==> config.mk <==
export PLATFORM = sky130hd
export DESIGN_NAME = alu
export DESIGN_NICKNAME = d
export VERILOG_FILES = /design/src/rtl/alu.sv
export SDC_FILE = /design/constraint.sdc
export NUM_CORES = 1
export LEC_CHECK = 0
export ABC_AREA = 1
export ABC_CLOCK_PERIOD_IN_PS = 10900
export CORE_MARGIN = 5
export CORE_UTILIZATION = 55
export CTS_CLUSTER_SIZE = 28
export DETAILED_ROUTE_END_ITERATION = 10
export PLACE_DENSITY = 0.79
export SYNTH_ARGS = -nofsm -noshare
export SYNTH_HDL_FRONTEND = slang
export SYNTH_SLANG_ARGS = --single-unit
==> constraint.sdc <==
create_clock -name clk -period 10.9 [get_ports clk]
set_input_delay 2.18 -clock clk [delete_from_list [all_inputs] [get_ports clk]]
set_output_delay 2.18 -clock clk [all_outputs]
set_load 0.05 [all_outputs]
==> src/rtl/alu.sv <==
// 16-bit execute-stage ALU: combinational result/address, registered C/Z/N/V flags.
// Result has zero latency; flags update one edge after a valid ALU-class instruction; no backpressure.
module alu (
  input  logic        clk,
  input  logic        rst,
  input  logic [2:0]  opcode,
  input  logic [3:0]  alu_op,
  input  logic [15:0] lhs,
  input  logic [15:0] rhs,
  input  logic        bubble,
  output logic [15:0] result,
  output logic [3:0]  flags
);

  typedef enum logic [3:0] {
    OP_ADD  = 4'd0,  OP_ADDC = 4'd1,  OP_SUB  = 4'd2,  OP_SUBC = 4'd3,
    OP_AND  = 4'd4,  OP_NAND = 4'd5,  OP_OR   = 4'd6,  OP_XOR  = 4'd7,
    OP_NOT  = 4'd8,  OP_SHL  = 4'd9,  OP_SHR  = 4'd10, OP_ROTL = 4'd11,
    OP_ROTR = 4'd12, OP_SSHR = 4'd13, OP_SHLC = 4'd14, OP_SHRC = 4'd15
  } alu_op_e;

  logic [3:0]  flags_q, flags_d;
  logic        c_q;
  logic [3:0]  amt;
  logic [4:0]  amt_inv;
  logic        is_sub;
  logic [15:0] b_op;
  logic        cin;
  logic [16:0] sum;
  logic [15:0] addr;
  logic [16:0] shl_w, shr_w, sshr_w;
  logic [15:0] rotl_w, rotr_w;
  logic [15:0] alu_res;
  logic        alu_c, alu_v;
  alu_op_e     op;

  assign op      = alu_op_e'(alu_op);
  assign c_q     = flags_q[0];
  assign amt     = rhs[3:0];
  assign amt_inv = 5'd16 - {1'b0, amt};

  // Subtraction is lhs + ~rhs + cin, so one adder and one overflow rule cover all four.
  assign is_sub = (op == OP_SUB) || (op == OP_SUBC);
  assign b_op   = is_sub ? ~rhs : rhs;
  assign sum    = {1'b0, lhs} + {1'b0, b_op} + {16'b0, cin};
  assign addr   = lhs + rhs;

  // Extra bit on each shifter catches the last bit shifted out (zero when amt is 0).
  assign shl_w  = {1'b0, lhs} << amt;
  assign shr_w  = {lhs, 1'b0} >> amt;
  assign sshr_w = $signed({lhs, 1'b0}) >>> amt;
  assign rotl_w = (lhs << amt) | (lhs >> amt_inv);
  assign rotr_w = (lhs >> amt) | (lhs << amt_inv);

  always_comb begin
    cin = 1'b0;
    case (op)
      OP_ADDC, OP_SUBC: cin = c_q;
      OP_SUB:           cin = 1'b1;
      default:          cin = 1'b0;
    endcase
  end

  always_comb begin
    alu_res = 16'h0000;
    alu_c   = 1'b0;
    alu_v   = 1'b0;
    case (op)
      OP_ADD, OP_ADDC, OP_SUB, OP_SUBC: begin
        alu_res = sum[15:0];
        alu_c   = sum[16];
        alu_v   = (lhs[15] == b_op[15]) && (sum[15] != lhs[15]);
      end
      OP_AND:  alu_res = lhs & rhs;
      OP_NAND: alu_res = ~(lhs & rhs);
      OP_OR:   alu_res = lhs | rhs;
      OP_XOR:  alu_res = lhs ^ rhs;
      OP_NOT:  alu_res = ~lhs;
      OP_SHL:  {alu_c, alu_res} = shl_w;
      OP_SHR:  {alu_res, alu_c} = shr_w;
      OP_SSHR: {alu_res, alu_c} = sshr_w;
      OP_ROTL: begin
        alu_res = rotl_w;
        alu_c   = (amt != 4'd0) & rotl_w[0];
      end
      OP_ROTR: begin
        alu_res = rotr_w;
        alu_c   = (amt != 4'd0) & rotr_w[15];
      end
      OP_SHLC: begin
        alu_res = {lhs[14:0], c_q};
        alu_c   = lhs[15];
      end
      OP_SHRC: begin
        alu_res = {c_q, lhs[15:1]};
        alu_c   = lhs[0];
      end
      default: alu_res = 16'h0000;
    endcase
  end

  always_comb begin
    result = addr;
    case (opcode)
      3'b000, 3'b001: result = alu_res;
      3'b011, 3'b111: result = lhs;
      default:        result = addr;
    endcase
  end

  always_comb begin
    flags_d = flags_q;
    if (!bubble && (opcode[2:1] == 2'b00))
      flags_d = {alu_v, alu_res[15], (alu_res == 16'h0000), alu_c};
  end

  always_ff @(posedge clk) begin
    if (rst) flags_q <= 4'b0000;
    else     flags_q <= flags_d;
  end

  assign flags = flags_q;

endmodule

### Word level (Yosys, flattened, before mapping)

Cells that the tools add are included.

* equal/unequal tests: 20
* bitwise operators: 10
* shift-type cells: 7
* multipliers: 0
* div/mod/pow operators: 0
* add/sub/neg operators: 4
* multiplexer cells: 6
* reduce and logical (&&, ||, !) cells: 13
* $lt $le $gt $ge: 0

Operators by type and width (number)
* 16-bit one-hot mux with 13 select lines: 1
* 16-bit inverter: 3
* 16-bit bitwise OR: 3
* 4-bit == test, second input constant: 8
* 16-bit one-hot mux with 2 select lines: 1
* 16-bit by 16-bit adder with 17-bit output: 1
* 17-bit by 1-bit adder with 17-bit output: 1
* 16-bit by 4-bit << shifter with 17-bit output: 1
* 17-bit by 4-bit >> shifter with 17-bit output: 1
* 17-bit by 4-bit >>> shifter with 17-bit output: 1
* 16-bit adder: 1
* 16-bit AND: 1
* 4-bit by 3-bit == test with 1-bit output, second input constant: 4
* 16-bit logical NOT: 1
* 16-bit two-way mux: 1
* 16-bit by 4-bit << shifter with 16-bit output: 1
* 16-bit by 5-bit << shifter with 16-bit output: 1
* 16-bit by 4-bit >> shifter with 16-bit output: 1
* 16-bit by 5-bit >> shifter with 16-bit output: 1
* 16-bit XOR: 1
* 4-bit by 2-bit == test with 1-bit output, second input constant: 2
* 1-bit one-hot mux with 8 select lines: 1
* 2-bit OR reduction: 3
* 5-bit by 4-bit subtractor with 5-bit output, first input constant: 1
* other kinds (17): 19

* bits in latches: 0
* memories: 0
* word-level logic and storage cells: 61
* bits in registers: 4
* bits in writable memories: 0
* ROM bits: 0
* output and inout bits: 20
* input port bits: 42

### Longest topological paths before layout

Gate-level depths: netlist of the first run.

* depth after elaboration: 8
* mapped depth: 26
* mapped depth without buffers: 23

### Worst setup path after synthesis of the first run

No wires, ideal clock.

* kind: input -> output
* start: input alu_op[2]
* end: output result[4]
* arrival time: 5407 ps
* cell stages on the path: 18
* buffers on the path: 3
* slack: 3313 ps
* data required time: 8720 ps
* path through: inv_2 nand2_1 buf_2 inv_2 buf_2 nand2_1 buf_2 xor2_1 fa_1 inv_1 fa_1 nand2_1 nand2_1 nand2_1 o21ai_0 a21oi_1 nor2_1 o221ai_1

* cells in the longest elaborated chain, start to end: 7
* elaborated cells on any way between the ends: 25
* those cells by class: 2 x add/sub; 15 x eq/ne; 4 x mux; 4 x reduce/logical

RTL lines
* from (decl): line 7 `input logic [3:0] alu_op,`
* 4-bit by 2-bit == test with 1-bit output: line 43, 57, 68
* 1-bit logical OR: line 43 `assign is_sub = (op == OP_SUB) || (op == OP_SUBC);`
* 16-bit two-way mux: line 44 `assign b_op = is_sub ? ~rhs : rhs;`
* 16-bit by 16-bit adder with 17-bit output: line 45 `assign sum = {1'b0, lhs} + {1'b0, b_op} + {16'b0, cin};`
* 17-bit by 1-bit adder with 17-bit output: line 45
* 16-bit one-hot mux with 13 select lines *: line 68 `case (op)`
* 16-bit one-hot mux with 2 select lines *: line 104 `case (opcode)`
* to (decl): line 11 `output logic [15:0] result,`

Mark *: on every way between the ends. The rest lies on a longest branch, timed or not.

### Final worst setup path of the first run

* start: input alu_op[3]
* end: output result[14]

Same word-level chain as after synthesis.

==> impl_results.html, run 1 <==
<table>
<tr><th>Metric</th><th>Value</th></tr>
<tr><th colspan="2">Run status</th></tr>
<tr><td>Result of the run</td><td>finished, final reports clean</td></tr>
<tr><th colspan="2">Global route</th></tr>
<tr><td>Overall track demand over capacity in global routing</td><td>41.18%</td></tr>
<tr><td>Wire length of the first global-routing pass</td><td>47.11 mm</td></tr>
<tr><td>Total congestion overflow after global routing</td><td>0</td></tr>
<tr><td>Number of antenna violations at the first check in global routing</td><td>0</td></tr>
<tr><td>Pin count of the biggest net entering global routing</td><td>44</td></tr>
<tr><td>Via count of the first global-routing pass</td><td>8586</td></tr>
<tr><th colspan="2">Clock network</th></tr>
<tr><td>Worst-case clock buffer depth</td><td>2</td></tr>
<tr><td>Latest clock arrival within the worst-skew pair</td><td>0.22 ns</td></tr>
<tr><td>Clock root buffer</td><td>sky130_fd_sc_hd__clkbuf_16</td></tr>
<tr><td>Sink count of the clock tree</td><td>4</td></tr>
<tr><td>Clock buffers created by TritonCTS</td><td>3</td></tr>
<tr><td>Count of buffers added by post-CTS timing repair for setup</td><td>0</td></tr>
<tr><td>CTS tree</td><td>done</td></tr>
<tr><td>Count of cells resized by post-cts repair</td><td>0</td></tr>
<tr><td>Clk slew on worst S/H paths</td><td>0.03 ns</td></tr>
<tr><td>Number of hold buffers added after cts</td><td>0</td></tr>
<tr><td>CTS H-tree lvls</td><td>1</td></tr>
<tr><th colspan="2">Power and ir drop</th></tr>
<tr><td>Power density over cell area</td><td>71.71 nW/um^2</td></tr>
<tr><td>Leakage power figure</td><td>3.744 nW</td></tr>
<tr><td>Maximum vdd ir drop</td><td>about 0.000058 V</td></tr>
<tr><th colspan="2">Route</th></tr>
<tr><td>Count of TritonRoute iterations in the first routing pass</td><td>6</td></tr>
<tr><td>Total number of vias</td><td>9650</td></tr>
<tr><td>Number of violations reported at the end of detailed-routing iteration 0</td><td>1791</td></tr>
<tr><td>Post-DRT Antenna Nets</td><td>0</td></tr>
<tr><td>Drt wl/cell</td><td>20.25 um</td></tr>
<tr><td>Routed via count divided by cell count</td><td>6.370</td></tr>
<tr><td>DRC violations left</td><td>0</td></tr>
<tr><td>Total length of routed wires</td><td>about 31 mm</td></tr>
<tr><th colspan="2">Yosys</th></tr>
<tr><td>Post-synthesis cell type count</td><td>40</td></tr>
<tr><td>Avg Synthesized Cell Area</td><td>4.930 sq um</td></tr>
<tr><td>Cells taking the most area after synthesis</td><td>sky130_fd_sc_hd__nand2_1, sky130_fd_sc_hd__nand3_1, sky130_fd_sc_hd__ha_1, sky130_fd_sc_hd__nor2_1, sky130_fd_sc_hd__inv_1</td></tr>
<tr><td>Number of cells produced by synthesis</td><td>between 1k and 1.5k</td></tr>
<tr><td>Yosys top cell area share</td><td>between 20% and 30%</td></tr>
<tr><td>Post-Syn Nets</td><td>1440</td></tr>
<tr><td>Synthesis warning total</td><td>0</td></tr>
<tr><td>Cell accounting for the most synthesized area</td><td>sky130_fd_sc_hd__nand2_1</td></tr>
<tr><td>Cell area after technology mapping</td><td>6636 sq um</td></tr>
<tr><td>Register area share after synthesis</td><td>1.207%</td></tr>
<tr><td>Flip-flop and latch count after synthesis</td><td>4</td></tr>
<tr><th colspan="2">Layout</th></tr>
<tr><td>Layout cell share with drive strength beyond 1</td><td>roughly 3.9%</td></tr>
<tr><td>Area growth from synthesis to final layout</td><td>10.03%</td></tr>
<tr><td>Antenna diodes</td><td>0</td></tr>
<tr><td>Post-layout net count</td><td>1464</td></tr>
<tr><td>Largest register FFs</td><td>4</td></tr>
<tr><td>Final Instance Area</td><td>7302 sq um</td></tr>
<tr><td>Filler Cells Inserted</td><td>roughly 1.3k</td></tr>
<tr><th colspan="2">Timing</th></tr>
<tr><td>Transition time of the tightest slew-check pin</td><td>1.264 ns</td></tr>
<tr><td>TNS Setup</td><td>0 ns</td></tr>
<tr><td>Final worst-path cycle share</td><td>84.02%</td></tr>
<tr><td>Setup repair after global routing missed its margin</td><td>false</td></tr>
<tr><td>Final period demand of the worst path</td><td>9.158 ns</td></tr>
<tr><td>FMAX</td><td>roughly 110 MHz</td></tr>
<tr><td>Slew margin rel.</td><td>15.40%</td></tr>
<tr><td>Final count of negative-setup-slack endpoints</td><td>0</td></tr>
<tr><td>Hold violation total from the final report</td><td>0</td></tr>
<tr><td>Fin. max-slew vios</td><td>0</td></tr>
<tr><td>Fin Clk Skew</td><td>0.002318 ns</td></tr>
<tr><th colspan="2">Die</th></tr>
<tr><td>Standard-cell row count</td><td>40</td></tr>
<tr><td>Die outline height</td><td>roughly 120 um</td></tr>
<tr><td>Full die area</td><td>14360 sq um</td></tr>
<tr><td>Die boundary width</td><td>between 100 and 150 um</td></tr>
<tr><td>Io pins</td><td>62</td></tr>
<tr><td>Initial cell density of the core</td><td>55.71%</td></tr>
<tr><td>Core area</td><td>11910 sq um</td></tr>
<tr><th colspan="2">Worst setup path</th></tr>
<tr><td>Category of the worst setup path capture point</td><td>output port</td></tr>
<tr><td>Capture point of the worst reg-to-reg path</td><td>flags[1]</td></tr>
<tr><td>Worst EP arrival</td><td>6.98 ns</td></tr>
<tr><td>Endpoint required time on the critical path</td><td>8.72 ns</td></tr>
<tr><td>Critical path fanouts, max</td><td>16</td></tr>
<tr><td>Worst setup path startpoint</td><td>alu_op[3]</td></tr>
<tr><td>Slack of the worst reg-to-reg path</td><td>7.82 ns</td></tr>
<tr><td>Crit start category</td><td>input pin</td></tr>
<tr><td>Reg2Reg Launch Point</td><td>flags[0]</td></tr>
<tr><td>Endpoint of the most critical setup path</td><td>result[14]</td></tr>
<tr><td>Worst reg2reg path depth</td><td>18</td></tr>
<tr><td>CP Class</td><td>input pin to output port</td></tr>
<tr><th colspan="2">Hold path</th></tr>
<tr><td>Hold Crit Class</td><td>flip-flop to flip-flop</td></tr>
<tr><th colspan="2">Job</th></tr>
<tr><td>Max-cap violations</td><td>0</td></tr>
<tr><th colspan="2">Placement</th></tr>
<tr><td>Final weighted congestion of routability-driven global placement</td><td>1.060</td></tr>
<tr><td>Port Buffers</td><td>between 60 and 70</td></tr>
<tr><td>HPWL after DPL</td><td>23.24 mm</td></tr>
<tr><td>Cell area reported after detailed placement</td><td>between 7000 and 8000 sq um</td></tr>
</table>
## cells in the final DEF (no fill, tap or decap), types with 3 or more instances in the layout
cell / n
sky130_fd_sc_hd__buf_4: 10
sky130_fd_sc_hd__a22oi_1: 3
sky130_fd_sc_hd__clkdlybuf4s50_1: 61
sky130_fd_sc_hd__o21ai_1: 7
sky130_fd_sc_hd__ha_1: 49
sky130_fd_sc_hd__nor2_1: 136
sky130_fd_sc_hd__nand2_2: 10
sky130_fd_sc_hd__or2_2: 7
sky130_fd_sc_hd__dfxtp_1: 4
sky130_fd_sc_hd__nand3b_1: 5
sky130_fd_sc_hd__nand4_1: 20
sky130_fd_sc_hd__inv_2: 10
sky130_fd_sc_hd__a21oi_1: 51
sky130_fd_sc_hd__o21ai_0: 72
sky130_fd_sc_hd__fa_1: 3
sky130_fd_sc_hd__nand3_1: 257
sky130_fd_sc_hd__o221ai_1: 6
sky130_fd_sc_hd__xor2_1: 23
sky130_fd_sc_hd__clkbuf_16: 3
sky130_fd_sc_hd__o211ai_1: 22
sky130_fd_sc_hd__nand2_4: 3
sky130_fd_sc_hd__nor2_2: 4
sky130_fd_sc_hd__inv_1: 106
sky130_fd_sc_hd__nor3_1: 6
sky130_fd_sc_hd__nand2_1: 471
## synth_stat cells (all sizes together)
master and number:
a211oi 2, a21boi 2, a21oi 51, a221oi 1, a22oi 3, a311oi 1
and2 1, buf 38, clkbuf 14, dfxtp 4, fa 3, ha 49
inv 118, nand2 484, nand3 259, nand3b 5, nand4 20, nor2 142
nor3 6, o211ai 22, o21a 1, o21ai 79, o21bai 1, o221ai 6
o22ai 2, o31ai 2, or2 7, xor2 23
## power by group
part	leakage, nW	internal, mW	switching [mW]
Combinational	3.67	0.138	0.313
Clock	0.0370	0.0468	0.00988
Sequential	0.0325	0.0152	0.000500
## critical path, stage by stage
cell                              delay, ns
sky130_fd_sc_hd__clkdlybuf4s50_1       0.48
sky130_fd_sc_hd__inv_2                 0.10
sky130_fd_sc_hd__nand2_1               0.05
sky130_fd_sc_hd__buf_4                 0.20
sky130_fd_sc_hd__inv_2                 0.21
sky130_fd_sc_hd__nand2_1               0.56
sky130_fd_sc_hd__xor2_1                0.34
sky130_fd_sc_hd__fa_1                  0.43
sky130_fd_sc_hd__inv_1                 0.14
sky130_fd_sc_hd__fa_1                  0.24
sky130_fd_sc_hd__nand2_1               0.09
sky130_fd_sc_hd__nand2_1               0.07
sky130_fd_sc_hd__nand2_1               0.11
sky130_fd_sc_hd__o21ai_0               0.28
sky130_fd_sc_hd__nand3_1               0.14
sky130_fd_sc_hd__nand3b_1              0.12
sky130_fd_sc_hd__nand3_1               0.08
sky130_fd_sc_hd__nand3_1               0.13
sky130_fd_sc_hd__nand2_1               0.07
sky130_fd_sc_hd__o211ai_1              0.10
sky130_fd_sc_hd__clkdlybuf4s50_1       0.86
## routing by layer
layer	GRT usage (%)	share of wire, %
met1	53.55	38
met2	63.88	42
met3	8.718	13
met4	21.40	6.8
met5	0	0
## per-stage QoR
step	utilization [%]	worst slack [ns]	hold WS (ns)	cells	total power, mW
after detailed placement	60.67	1.909	0.4606	1512	0.4487
after global routing	61.30	1.424	0.4943	1515	0.5625
after global placement	60.67	2.004	0.4550	1512	0.4475
after floorplan	-	3.313	0.6807	1346	0.3175
final	61.30	1.742	0.4705	1515	0.5236
after CTS	61.30	1.838	0.4699	1515	0.5086
## kinds of logic (layout without fill, tap and decap cells)
logic type                 after synthesis  count (layout)  synth area share (%)
and+or+nand+nor                        924             924                 59.84
AOI/OAI and AO/OA                      173             173                 14.78
buffers and inverters                  170             192                 10.99
adders and majority gates               52              52                 10.14
xor gates and xnor gates                23              23                 3.035
DFF                                      4               4                 1.207
## how the worst min path moves through the flow
stage                     cells after the start  slack, ns       end     start
after CTS                                     2       0.47  flags[3]  flags[3]
after floorplan                               2       0.68  flags[1]  flags[1]
after global routing                          2       0.49  flags[3]  flags[3]
after global placement                        2       0.45  flags[3]  flags[3]
after detailed placement                      2       0.46  flags[1]  flags[1]
final                                         2       0.47  flags[3]  flags[3]
## layout make-up
class / count / area [sq um] / share of cell area (%)
clock buffers: 3 / 75.07 / 1.028
well taps: 147 / 183.9 / 2.519
repair buffers: 71 / 685.7 / 9.390
inverters: 118 / 450.4 / 6.169
multi-input cells: 1172 / 5827 / 79.80
flip-flops and latches: 4 / 80.08 / 1.097
Note: power is estimated with default switching activity, not from simulation.
==> run 2, diff against run 1 <==
--- a/config.mk
+++ b/config.mk
@@ -6,12 +6,12 @@
 export NUM_CORES = 1
 export LEC_CHECK = 0
 export ABC_AREA = 1
-export ABC_CLOCK_PERIOD_IN_PS = 10900
+export ABC_CLOCK_PERIOD_IN_PS = 8100
 export CORE_MARGIN = 5
 export CORE_UTILIZATION = 55
 export CTS_CLUSTER_SIZE = 28
 export DETAILED_ROUTE_END_ITERATION = 10
-export PLACE_DENSITY = 0.79
+export PLACE_DENSITY = 0.82
 export SYNTH_ARGS = -nofsm -noshare
 export SYNTH_HDL_FRONTEND = slang
 export SYNTH_SLANG_ARGS = --single-unit
==> constraint.sdc (replaced) <==
create_clock -name clk -period 8.1 [get_ports clk]
set_input_delay 1.62 -clock clk [delete_from_list [all_inputs] [get_ports clk]]
set_output_delay 1.62 -clock clk [all_outputs]
set_load 0.05 [all_outputs]
==> impl_results.html, run 2 (synthesis gave the netlist of run 1 again) <==
<table>
<tr><th>Metric</th><th>Value</th></tr>
<tr><th colspan="2">Timing</th></tr>
<tr><td>Transition time of the tightest slew-check pin</td><td>1.346 ns (was 1.264 ns)</td></tr>
<tr><td>Final period demand of the worst path</td><td>6.962 ns</td></tr>
<tr><td>Slew margin rel.</td><td>9.943% (was 15.40%)</td></tr>
<tr><td>Fin. max-slew vios</td><td>0 (unchanged)</td></tr>
<tr><td>Setup repair after global routing missed its margin</td><td>false (unchanged)</td></tr>
<tr><td>Final worst-path cycle share</td><td>85.95%</td></tr>
<tr><td>Fin Clk Skew</td><td>0.0001242 ns (was 0.002318 ns)</td></tr>
<tr><td>TNS Setup</td><td>0 ns (unchanged)</td></tr>
<tr><td>Hold violation total from the final report</td><td>0 (unchanged)</td></tr>
<tr><td>Setup WS post-layout</td><td>1.138 ns (was 1.742 ns)</td></tr>
<tr><td>FMAX</td><td>143.6 MHz</td></tr>
<tr><td>Final count of negative-setup-slack endpoints</td><td>0 (unchanged)</td></tr>
<tr><th colspan="2">Route</th></tr>
<tr><td>Drt wl/cell</td><td>20.98 um (was 20.25 um)</td></tr>
<tr><td>DRC violations left</td><td>0 (unchanged)</td></tr>
<tr><td>Total number of vias</td><td>9914 (was 9650)</td></tr>
<tr><td>Post-DRT Antenna Nets</td><td>0 (unchanged)</td></tr>
<tr><td>Total length of routed wires</td><td>31.85 mm (was 30.68 mm)</td></tr>
<tr><td>Number of violations reported at the end of detailed-routing iteration 0</td><td>1985 (was 1791)</td></tr>
<tr><td>Count of TritonRoute iterations in the first routing pass</td><td>7 (was 6)</td></tr>
<tr><td>Routed via count divided by cell count</td><td>6.531 (was 6.370)</td></tr>
<tr><th colspan="2">Clock network</th></tr>
<tr><td>Latest clock arrival within the worst-skew pair</td><td>0.23 ns (was 0.22 ns)</td></tr>
<tr><td>CTS tree</td><td>done (unchanged)</td></tr>
<tr><td>Worst-case clock buffer depth</td><td>2 (unchanged)</td></tr>
<tr><td>Count of buffers added by post-CTS timing repair for setup</td><td>0 (unchanged)</td></tr>
<tr><td>Clk slew on worst S/H paths</td><td>0.03 ns (about the same)</td></tr>
<tr><td>Clock root buffer</td><td>sky130_fd_sc_hd__clkbuf_16 (unchanged)</td></tr>
<tr><td>Number of hold buffers added after cts</td><td>0 (unchanged)</td></tr>
<tr><td>CTS H-tree lvls</td><td>1 (unchanged)</td></tr>
<tr><td>Sink count of the clock tree</td><td>4 (unchanged)</td></tr>
<tr><td>Count of cells resized by post-cts repair</td><td>0 (unchanged)</td></tr>
<tr><td>Clock buffers created by TritonCTS</td><td>3 (unchanged)</td></tr>
<tr><th colspan="2">Die</th></tr>
<tr><td>Core area</td><td>11910 sq um (unchanged)</td></tr>
<tr><td>Standard-cell row count</td><td>40 (unchanged)</td></tr>
<tr><td>Die boundary width</td><td>119.8 um (unchanged)</td></tr>
<tr><td>Full die area</td><td>14360 sq um (unchanged)</td></tr>
<tr><td>Io pins</td><td>62 (unchanged)</td></tr>
<tr><td>Die outline height</td><td>119.8 um (unchanged)</td></tr>
<tr><td>Initial cell density of the core</td><td>55.71% (unchanged)</td></tr>
<tr><th colspan="2">Worst setup path</th></tr>
<tr><td>Endpoint required time on the critical path</td><td>6.48 ns (was 8.72 ns)</td></tr>
<tr><td>Reg2Reg Launch Point</td><td>flags[0] (unchanged)</td></tr>
<tr><td>Critical path fanouts, max</td><td>14 (was 16)</td></tr>
<tr><td>Capture point of the worst reg-to-reg path</td><td>flags[1] (unchanged)</td></tr>
<tr><td>Worst reg2reg path depth</td><td>18 (unchanged)</td></tr>
<tr><td>Slack of the worst reg-to-reg path</td><td>4.81 ns (was 7.82 ns)</td></tr>
<tr><td>Category of the worst setup path capture point</td><td>output port (unchanged)</td></tr>
<tr><td>Worst EP arrival</td><td>5.34 ns (was 6.98 ns)</td></tr>
<tr><td>CP Class</td><td>input pin to output port (unchanged)</td></tr>
<tr><td>Crit start category</td><td>input pin (unchanged)</td></tr>
<tr><th colspan="2">Power and ir drop</th></tr>
<tr><td>Maximum vdd ir drop</td><td>0.00009126 V (was 0.00005767 V)</td></tr>
<tr><td>Leakage power figure</td><td>3.844 nW (was 3.744 nW)</td></tr>
<tr><td>Power density over cell area</td><td>100.9 nW/um^2 (was 71.71 nW/um^2)</td></tr>
<tr><th colspan="2">Layout</th></tr>
<tr><td>Largest register FFs</td><td>4 (unchanged)</td></tr>
<tr><td>Post-layout net count</td><td>1467 (was 1464)</td></tr>
<tr><td>Layout cell share with drive strength beyond 1</td><td>5.252% (was 3.874%)</td></tr>
<tr><td>Area growth from synthesis to final layout</td><td>12.78% (was 10.03%)</td></tr>
<tr><td>Most frequent standard cell in the layout excluding fill and tap cells</td><td>sky130_fd_sc_hd__nand2_1 (unchanged)</td></tr>
<tr><td>Antenna diodes</td><td>0 (unchanged)</td></tr>
<tr><td>Post-Layout Cell Count</td><td>1518 (was 1515)</td></tr>
<tr><td>Most used cells in the layout excluding fill and tap cells</td><td>sky130_fd_sc_hd__nand2_1, sky130_fd_sc_hd__nand3_1, sky130_fd_sc_hd__nor2_1, sky130_fd_sc_hd__inv_1, sky130_fd_sc_hd__o21ai_0 (unchanged)</td></tr>
<tr><th colspan="2">Placement</th></tr>
<tr><td>Port Buffers</td><td>61 (unchanged)</td></tr>
<tr><td>HPWL after DPL</td><td>24.29 mm (was 23.24 mm)</td></tr>
<tr><td>Final weighted congestion of routability-driven global placement</td><td>1.063 (was 1.060)</td></tr>
<tr><td>Placed Instances</td><td>1515 (was 1512)</td></tr>
<tr><td>Post-Place Setup Slack</td><td>1.342 ns (was 1.909 ns)</td></tr>
<tr><th colspan="2">Hold path</th></tr>
<tr><td>Launch instance of the worst min-delay path</td><td>flags[1] (was flags[3])</td></tr>
<tr><td>Worst min-delay path endpoint</td><td>flags[1] (was flags[3])</td></tr>
<tr><td>Hold Crit Class</td><td>flip-flop to flip-flop (unchanged)</td></tr>
<tr><td>Worst hold stages</td><td>2 (unchanged)</td></tr>
<tr><th colspan="2">Run status</th></tr>
<tr><td>Result of the run</td><td>finished, final reports clean (unchanged)</td></tr>
<tr><th colspan="2">Global route</th></tr>
<tr><td>Overall track demand over capacity in global routing</td><td>42.07% (was 41.18%)</td></tr>
<tr><td>Total congestion overflow after global routing</td><td>0 (unchanged)</td></tr>
<tr><td>Via count of the first global-routing pass</td><td>8744 (was 8586)</td></tr>
<tr><td>Number of antenna violations at the first check in global routing</td><td>0 (unchanged)</td></tr>
<tr><td>Pin count of the biggest net entering global routing</td><td>44 (unchanged)</td></tr>
<tr><td>Wire length of the first global-routing pass</td><td>48.03 mm (was 47.11 mm)</td></tr>
<tr><th colspan="2">Job</th></tr>
<tr><td>Max-cap violations</td><td>0 (unchanged)</td></tr>
</table>
-- run 2: changes by cell type in the layout (fill, tap and decap cells not counted), sizes merged --
cell / change
buf: +19
clkdlybuf4s50: -16
-- run 2: area by class of cell --
| class | count | area, sq um |
|---|---|---|
| Clock buffer | 3 | 75.07 |
| Fill cell | 1241 | 4427 |
| Inverter | 118 | 450.4 |
| Multi-Input combinational cell | 1172 | 5827 |
| Sequential cell | 4 | 80.08 |
| Tap cell | 147 | 183.9 |
| Timing Repair Buffer | 74 | 868.3 |
-- run 2: worst max-delay path by stage --
stage	cells after the start	to	start	slack [ns]
floorplan	18	result[4]	alu_op[2]	1.63
global placement	20	result[15]	alu_op[3]	1.46
detailed placement	21	result[14]	alu_op[3]	1.34
CTS	21	result[14]	alu_op[3]	1.27
global route	21	result[14]	alu_op[3]	0.96
finish	21	result[14]	alu_op[3]	1.14
-- run 2: report_power, final --
part | internal, mW | switching (mW)
logic | 0.216 | 0.438
registers | 0.0204 | 0.000675
clock network | 0.0634 | 0.0170
-- run 2: layer usage --
| layer | vias up | track usage [%] | wire (um) |
|---|---|---|---|
| met4 | 0 | 26.49 | 2507 |
| met3 | 210 | 8.388 | 4522 |
| met1 | 4278 | 53.20 | 11570 |
| met2 | 913 | 65.22 | 13250 |
| li1 | 4513 | - | - |
| met5 | - | 0 | 0 |
-- run 2: stage by stage --
step                total power [mW]  hold WS [ns]  util (%)  area [sq um]
finish                        0.7552        0.4665     62.84          7485
global route                  0.7993        0.4935     62.84          7485
CTS                           0.7299        0.4642     62.84          7485
detailed placement            0.6466        0.4585     62.21          7410
global placement              0.6412        0.4523     62.21          7410
floorplan                     0.4273        0.6807         -          6636
-- run 2: worst max-delay path, cell delays in order --
cell and delay (ns):
sky130_fd_sc_hd__clkdlybuf4s50_1 0.51, sky130_fd_sc_hd__inv_2 0.11, sky130_fd_sc_hd__nand2_1 0.08, sky130_fd_sc_hd__inv_2 0.25, sky130_fd_sc_hd__nand2_1 0.21, sky130_fd_sc_hd__xor2_1 0.19, sky130_fd_sc_hd__fa_1 0.39, sky130_fd_sc_hd__inv_1 0.15
sky130_fd_sc_hd__fa_1 0.26, sky130_fd_sc_hd__nand2_1 0.09, sky130_fd_sc_hd__nand2_1 0.08, sky130_fd_sc_hd__nand2_1 0.09, sky130_fd_sc_hd__o21ai_0 0.31, sky130_fd_sc_hd__nand3_1 0.15, sky130_fd_sc_hd__nand2_1 0.12, sky130_fd_sc_hd__nand2_1 0.05
sky130_fd_sc_hd__nand3_1 0.07, sky130_fd_sc_hd__nand3_1 0.13, sky130_fd_sc_hd__nand2_1 0.08, sky130_fd_sc_hd__o211ai_1 0.16, sky130_fd_sc_hd__buf_12 0.22
==> run 3, diff against run 2 <==
--- a/config.mk
+++ b/config.mk
@@ -7,6 +7,7 @@
 export LEC_CHECK = 0
 export ABC_AREA = 1
 export ABC_CLOCK_PERIOD_IN_PS = 8100
+export CORE_ASPECT_RATIO = 1.1
 export CORE_MARGIN = 5
 export CORE_UTILIZATION = 55
 export CTS_CLUSTER_SIZE = 28
==> impl_results.html, run 3 (synthesis gave the netlist of run 1 again) <==
<table>
<tr><th>Metric</th><th>Value</th></tr>
<tr><th colspan="2">Placement</th></tr>
<tr><td>Post-Place Setup Slack</td><td>1.238 ns (was 1.342 ns)</td></tr>
<tr><td>HPWL after DPL</td><td>24.30 mm (was 24.29 mm)</td></tr>
<tr><td>Final weighted congestion of routability-driven global placement</td><td>1.104 (was 1.063)</td></tr>
<tr><td>Placed Instances</td><td>1525 (was 1515)</td></tr>
<tr><td>Port Buffers</td><td>61 (unchanged)</td></tr>
<tr><th colspan="2">Timing</th></tr>
<tr><td>Fin Clk Skew</td><td>0.001027 ns (was 0.0001242 ns)</td></tr>
<tr><td>Fin. max-slew vios</td><td>0 (unchanged)</td></tr>
<tr><td>Setup WS post-layout</td><td>1.119 ns (was 1.138 ns)</td></tr>
<tr><td>Final worst-path cycle share</td><td>86.18% (was 85.95%)</td></tr>
<tr><td>Final period demand of the worst path</td><td>6.981 ns (was 6.962 ns)</td></tr>
<tr><td>Hold WS</td><td>0.4635 ns (was 0.4665 ns)</td></tr>
<tr><td>Slew margin rel.</td><td>32.05% (was 9.943%)</td></tr>
<tr><td>Final count of negative-setup-slack endpoints</td><td>0 (unchanged)</td></tr>
<tr><td>Hold violation total from the final report</td><td>0 (unchanged)</td></tr>
<tr><td>Transition time of the tightest slew-check pin</td><td>1.016 ns (was 1.346 ns)</td></tr>
<tr><td>FMAX</td><td>143.3 MHz (was 143.6 MHz)</td></tr>
<tr><td>Setup repair after global routing missed its margin</td><td>false (unchanged)</td></tr>
<tr><td>TNS Setup</td><td>0 ns (unchanged)</td></tr>
<tr><th colspan="2">Worst setup path</th></tr>
<tr><td>Category of the worst setup path capture point</td><td>output port (unchanged)</td></tr>
<tr><td>Slack of the worst reg-to-reg path</td><td>5.03 ns (was 4.81 ns)</td></tr>
<tr><td>Longest individual stage delay on the worst path</td><td>0.49 ns (was 0.51 ns)</td></tr>
<tr><td>CP Class</td><td>input pin to output port (unchanged)</td></tr>
<tr><td>Cell type of the slowest stage on the worst timing path</td><td>sky130_fd_sc_hd__clkdlybuf4s50_1 (unchanged)</td></tr>
<tr><td>Critical path fanouts, max</td><td>14 (unchanged)</td></tr>
<tr><td>Capture point of the worst reg-to-reg path</td><td>flags[1] (unchanged)</td></tr>
<tr><td>Series of cell instances along the critical path</td><td>clkdlybuf4s50_1 &gt; inv_2 &gt; nand2_1 &gt; inv_2 &gt; nand2_1 &gt; xor2_1 &gt; fa_1 &gt; inv_1 &gt; fa_1 &gt; nand2_1 &gt; nand2_1 &gt; nand2_1 &gt; o21ai_0 &gt; nand3_1 &gt; nand2_1 &gt; nand2_1 &gt; nand3_1 &gt; nand3_1 &gt; nand2_1 &gt; o211ai_1 &gt; buf_12 (unchanged)</td></tr>
<tr><td>Most frequent CP cell</td><td>sky130_fd_sc_hd__nand2_1 (unchanged)</td></tr>
<tr><td>Worst reg2reg path depth</td><td>18 (unchanged)</td></tr>
<tr><td>Endpoint required time on the critical path</td><td>6.48 ns (about the same)</td></tr>
<tr><td>Worst EP arrival</td><td>5.36 ns (was 5.34 ns)</td></tr>
<tr><td>Crit start category</td><td>input pin (unchanged)</td></tr>
<tr><td>Reg2Reg Launch Point</td><td>flags[0] (unchanged)</td></tr>
<tr><th colspan="2">Layout</th></tr>
<tr><td>Filler Cells Inserted</td><td>1299 (was 1241)</td></tr>
<tr><td>Largest register FFs</td><td>4 (unchanged)</td></tr>
<tr><td>Post-layout net count</td><td>1470 (was 1467)</td></tr>
<tr><td>Layout cell share with drive strength beyond 1</td><td>5.459% (was 5.252%)</td></tr>
<tr><td>Most frequent standard cell in the layout excluding fill and tap cells</td><td>sky130_fd_sc_hd__nand2_1 (unchanged)</td></tr>
<tr><td>Area growth from synthesis to final layout</td><td>13.25% (was 12.78%)</td></tr>
<tr><td>Antenna diodes</td><td>0 (unchanged)</td></tr>
<tr><td>Final Core Density</td><td>63.01% (was 62.84%)</td></tr>
<tr><td>Most used cells in the layout excluding fill and tap cells</td><td>sky130_fd_sc_hd__nand2_1, sky130_fd_sc_hd__nand3_1, sky130_fd_sc_hd__nor2_1, sky130_fd_sc_hd__inv_1, sky130_fd_sc_hd__o21ai_0 (unchanged)</td></tr>
<tr><td>Post-Layout Cell Count</td><td>1528 (was 1518)</td></tr>
<tr><th colspan="2">Die</th></tr>
<tr><td>Full die area</td><td>14370 sq um (was 14360 sq um)</td></tr>
<tr><td>Io pins</td><td>62 (unchanged)</td></tr>
<tr><td>Core area</td><td>11930 sq um (was 11910 sq um)</td></tr>
<tr><td>Initial cell density of the core</td><td>55.63% (was 55.71%)</td></tr>
<tr><td>Standard-cell row count</td><td>42 (was 40)</td></tr>
<tr><td>Die outline height</td><td>125.2 um (was 119.8 um)</td></tr>
<tr><td>Die boundary width</td><td>114.7 um (was 119.8 um)</td></tr>
<tr><th colspan="2">Hold path</th></tr>
<tr><td>Hold Crit Class</td><td>flip-flop to flip-flop (unchanged)</td></tr>
<tr><td>Launch instance of the worst min-delay path</td><td>flags[1] (unchanged)</td></tr>
<tr><td>Worst min-delay path endpoint</td><td>flags[1] (unchanged)</td></tr>
<tr><td>Worst hold stages</td><td>2 (unchanged)</td></tr>
<tr><th colspan="2">Route</th></tr>
<tr><td>Count of TritonRoute iterations in the first routing pass</td><td>6 (was 7)</td></tr>
<tr><td>Total number of vias</td><td>9683 (was 9914)</td></tr>
<tr><td>Drt wl/cell</td><td>20.68 um (was 20.98 um)</td></tr>
<tr><td>Number of violations reported at the end of detailed-routing iteration 0</td><td>2000 (was 1985)</td></tr>
<tr><td>Routed via count divided by cell count</td><td>6.337 (was 6.531)</td></tr>
<tr><td>DRC violations left</td><td>0 (unchanged)</td></tr>
<tr><td>Total length of routed wires</td><td>31.60 mm (was 31.85 mm)</td></tr>
<tr><td>Post-DRT Antenna Nets</td><td>0 (unchanged)</td></tr>
<tr><th colspan="2">Clock network</th></tr>
<tr><td>CTS tree</td><td>done (unchanged)</td></tr>
<tr><td>Worst-case clock buffer depth</td><td>2 (unchanged)</td></tr>
<tr><td>Clock root buffer</td><td>sky130_fd_sc_hd__clkbuf_16 (unchanged)</td></tr>
<tr><td>Clock buffers created by TritonCTS</td><td>3 (unchanged)</td></tr>
<tr><td>Clk slew on worst S/H paths</td><td>0.03 ns (about the same)</td></tr>
<tr><td>Count of buffers added by post-CTS timing repair for setup</td><td>0 (unchanged)</td></tr>
<tr><td>CTS H-tree lvls</td><td>1 (unchanged)</td></tr>
<tr><td>Number of hold buffers added after cts</td><td>0 (unchanged)</td></tr>
<tr><td>Latest clock arrival within the worst-skew pair</td><td>0.22 ns (was 0.23 ns)</td></tr>
<tr><td>Count of cells resized by post-cts repair</td><td>0 (unchanged)</td></tr>
<tr><td>Sink count of the clock tree</td><td>4 (unchanged)</td></tr>
<tr><th colspan="2">Global route</th></tr>
<tr><td>Overall track demand over capacity in global routing</td><td>42.67% (was 42.07%)</td></tr>
<tr><td>Number of antenna violations at the first check in global routing</td><td>0 (unchanged)</td></tr>
<tr><td>Via count of the first global-routing pass</td><td>8838 (was 8744)</td></tr>
<tr><td>Pin count of the biggest net entering global routing</td><td>44 (unchanged)</td></tr>
<tr><td>Total congestion overflow after global routing</td><td>0 (unchanged)</td></tr>
<tr><td>Wire length of the first global-routing pass</td><td>48.80 mm (was 48.03 mm)</td></tr>
<tr><th colspan="2">Power and ir drop</th></tr>
<tr><td>Switching fraction of total power</td><td>60.09% (was 60.32%)</td></tr>
<tr><td>Maximum vdd ir drop</td><td>0.00007654 V (was 0.00009126 V)</td></tr>
<tr><td>Net Switching</td><td>452.2 uW (was 455.6 uW)</td></tr>
<tr><td>Power density over cell area</td><td>100.1 nW/um^2 (was 100.9 nW/um^2)</td></tr>
<tr><td>Share of total power in combinational logic</td><td>87.2% (was 86.6%)</td></tr>
<tr><td>Leakage power figure</td><td>3.859 nW (was 3.844 nW)</td></tr>
<tr><td>Part of the power in the clock network</td><td>10.0% (was 10.6%)</td></tr>
<tr><td>Internal power of the cells</td><td>300.4 uW (was 299.6 uW)</td></tr>
<tr><td>Reg power frac</td><td>2.8% (about the same)</td></tr>
<tr><th colspan="2">Run status</th></tr>
<tr><td>Result of the run</td><td>finished, final reports clean (unchanged)</td></tr>
<tr><th colspan="2">Job</th></tr>
<tr><td>Max-cap violations</td><td>0 (unchanged)</td></tr>
</table>
run 3: cell type report:
class / count / area (sq um) / share of cell area (%)
Timing Repair Buffer: 77 / 890.9 / 11.85
Inverter: 118 / 450.4 / 5.993
Sequential cell: 4 / 80.08 / 1.065
Clock buffer: 3 / 75.07 / 0.9988
Multi-Input combinational cell: 1172 / 5827 / 77.53
Tap cell: 154 / 192.7 / 2.564
run 3: critical path: cells and delay by family:
| family | cells | cell delay (ns) |
|---|---|---|
| AO/OA/AOI/OAI | 2 | 0.42 |
| XOR/XNOR | 1 | 0.26 |
| adder cells (fa/ha/maj) | 2 | 0.61 |
| buffers and inverters | 5 | 1.16 |
| AND/OR/NAND/NOR | 11 | 1.27 |
run 3: how the worst max path moves through the flow:
stage,from,endpoint,slack [ns],cells after the start
2_1_floorplan,alu_op[2],result[4],1.63,18
4_1_cts,alu_op[3],result[14],1.23,21
3_3_place_gp,alu_op[3],result[14],1.29,21
6_report,alu_op[3],result[14],1.12,21
5_1_grt,alu_op[3],result[14],0.81,21
3_5_place_dp,alu_op[3],result[14],1.24,21
run 3: layer usage:
metal | GRT usage [%] | vias up | wire [um]
met1 | 54.45 | 4183 | 11550
li1 | - | 4527 | -
met3 | 9.087 | 181 | 4162
met4 | 23.83 | 0 | 2309
met2 | 66.15 | 792 | 13580
met5 | 0 | - | 0
run 3: per-stage QoR:
step,total power [mW],instance area [sq um]
after floorplan,0.4273,6636
after global placement,0.6479,7441
after detailed placement,0.6499,7441
after CTS,0.7291,7516
after global routing,0.8007,7516
final,0.7526,7516
run 3: power groups by stage:
stage          clock network, mW  logic (mW)  registers [mW]
2_1_floorplan                  0       0.404          0.0231
3_3_place_gp                   0       0.627          0.0214
3_5_place_dp                   0       0.629          0.0214
4_1_cts                   0.0764       0.632          0.0211
5_1_grt                   0.0778       0.702          0.0211
6_report                  0.0754       0.656          0.0211
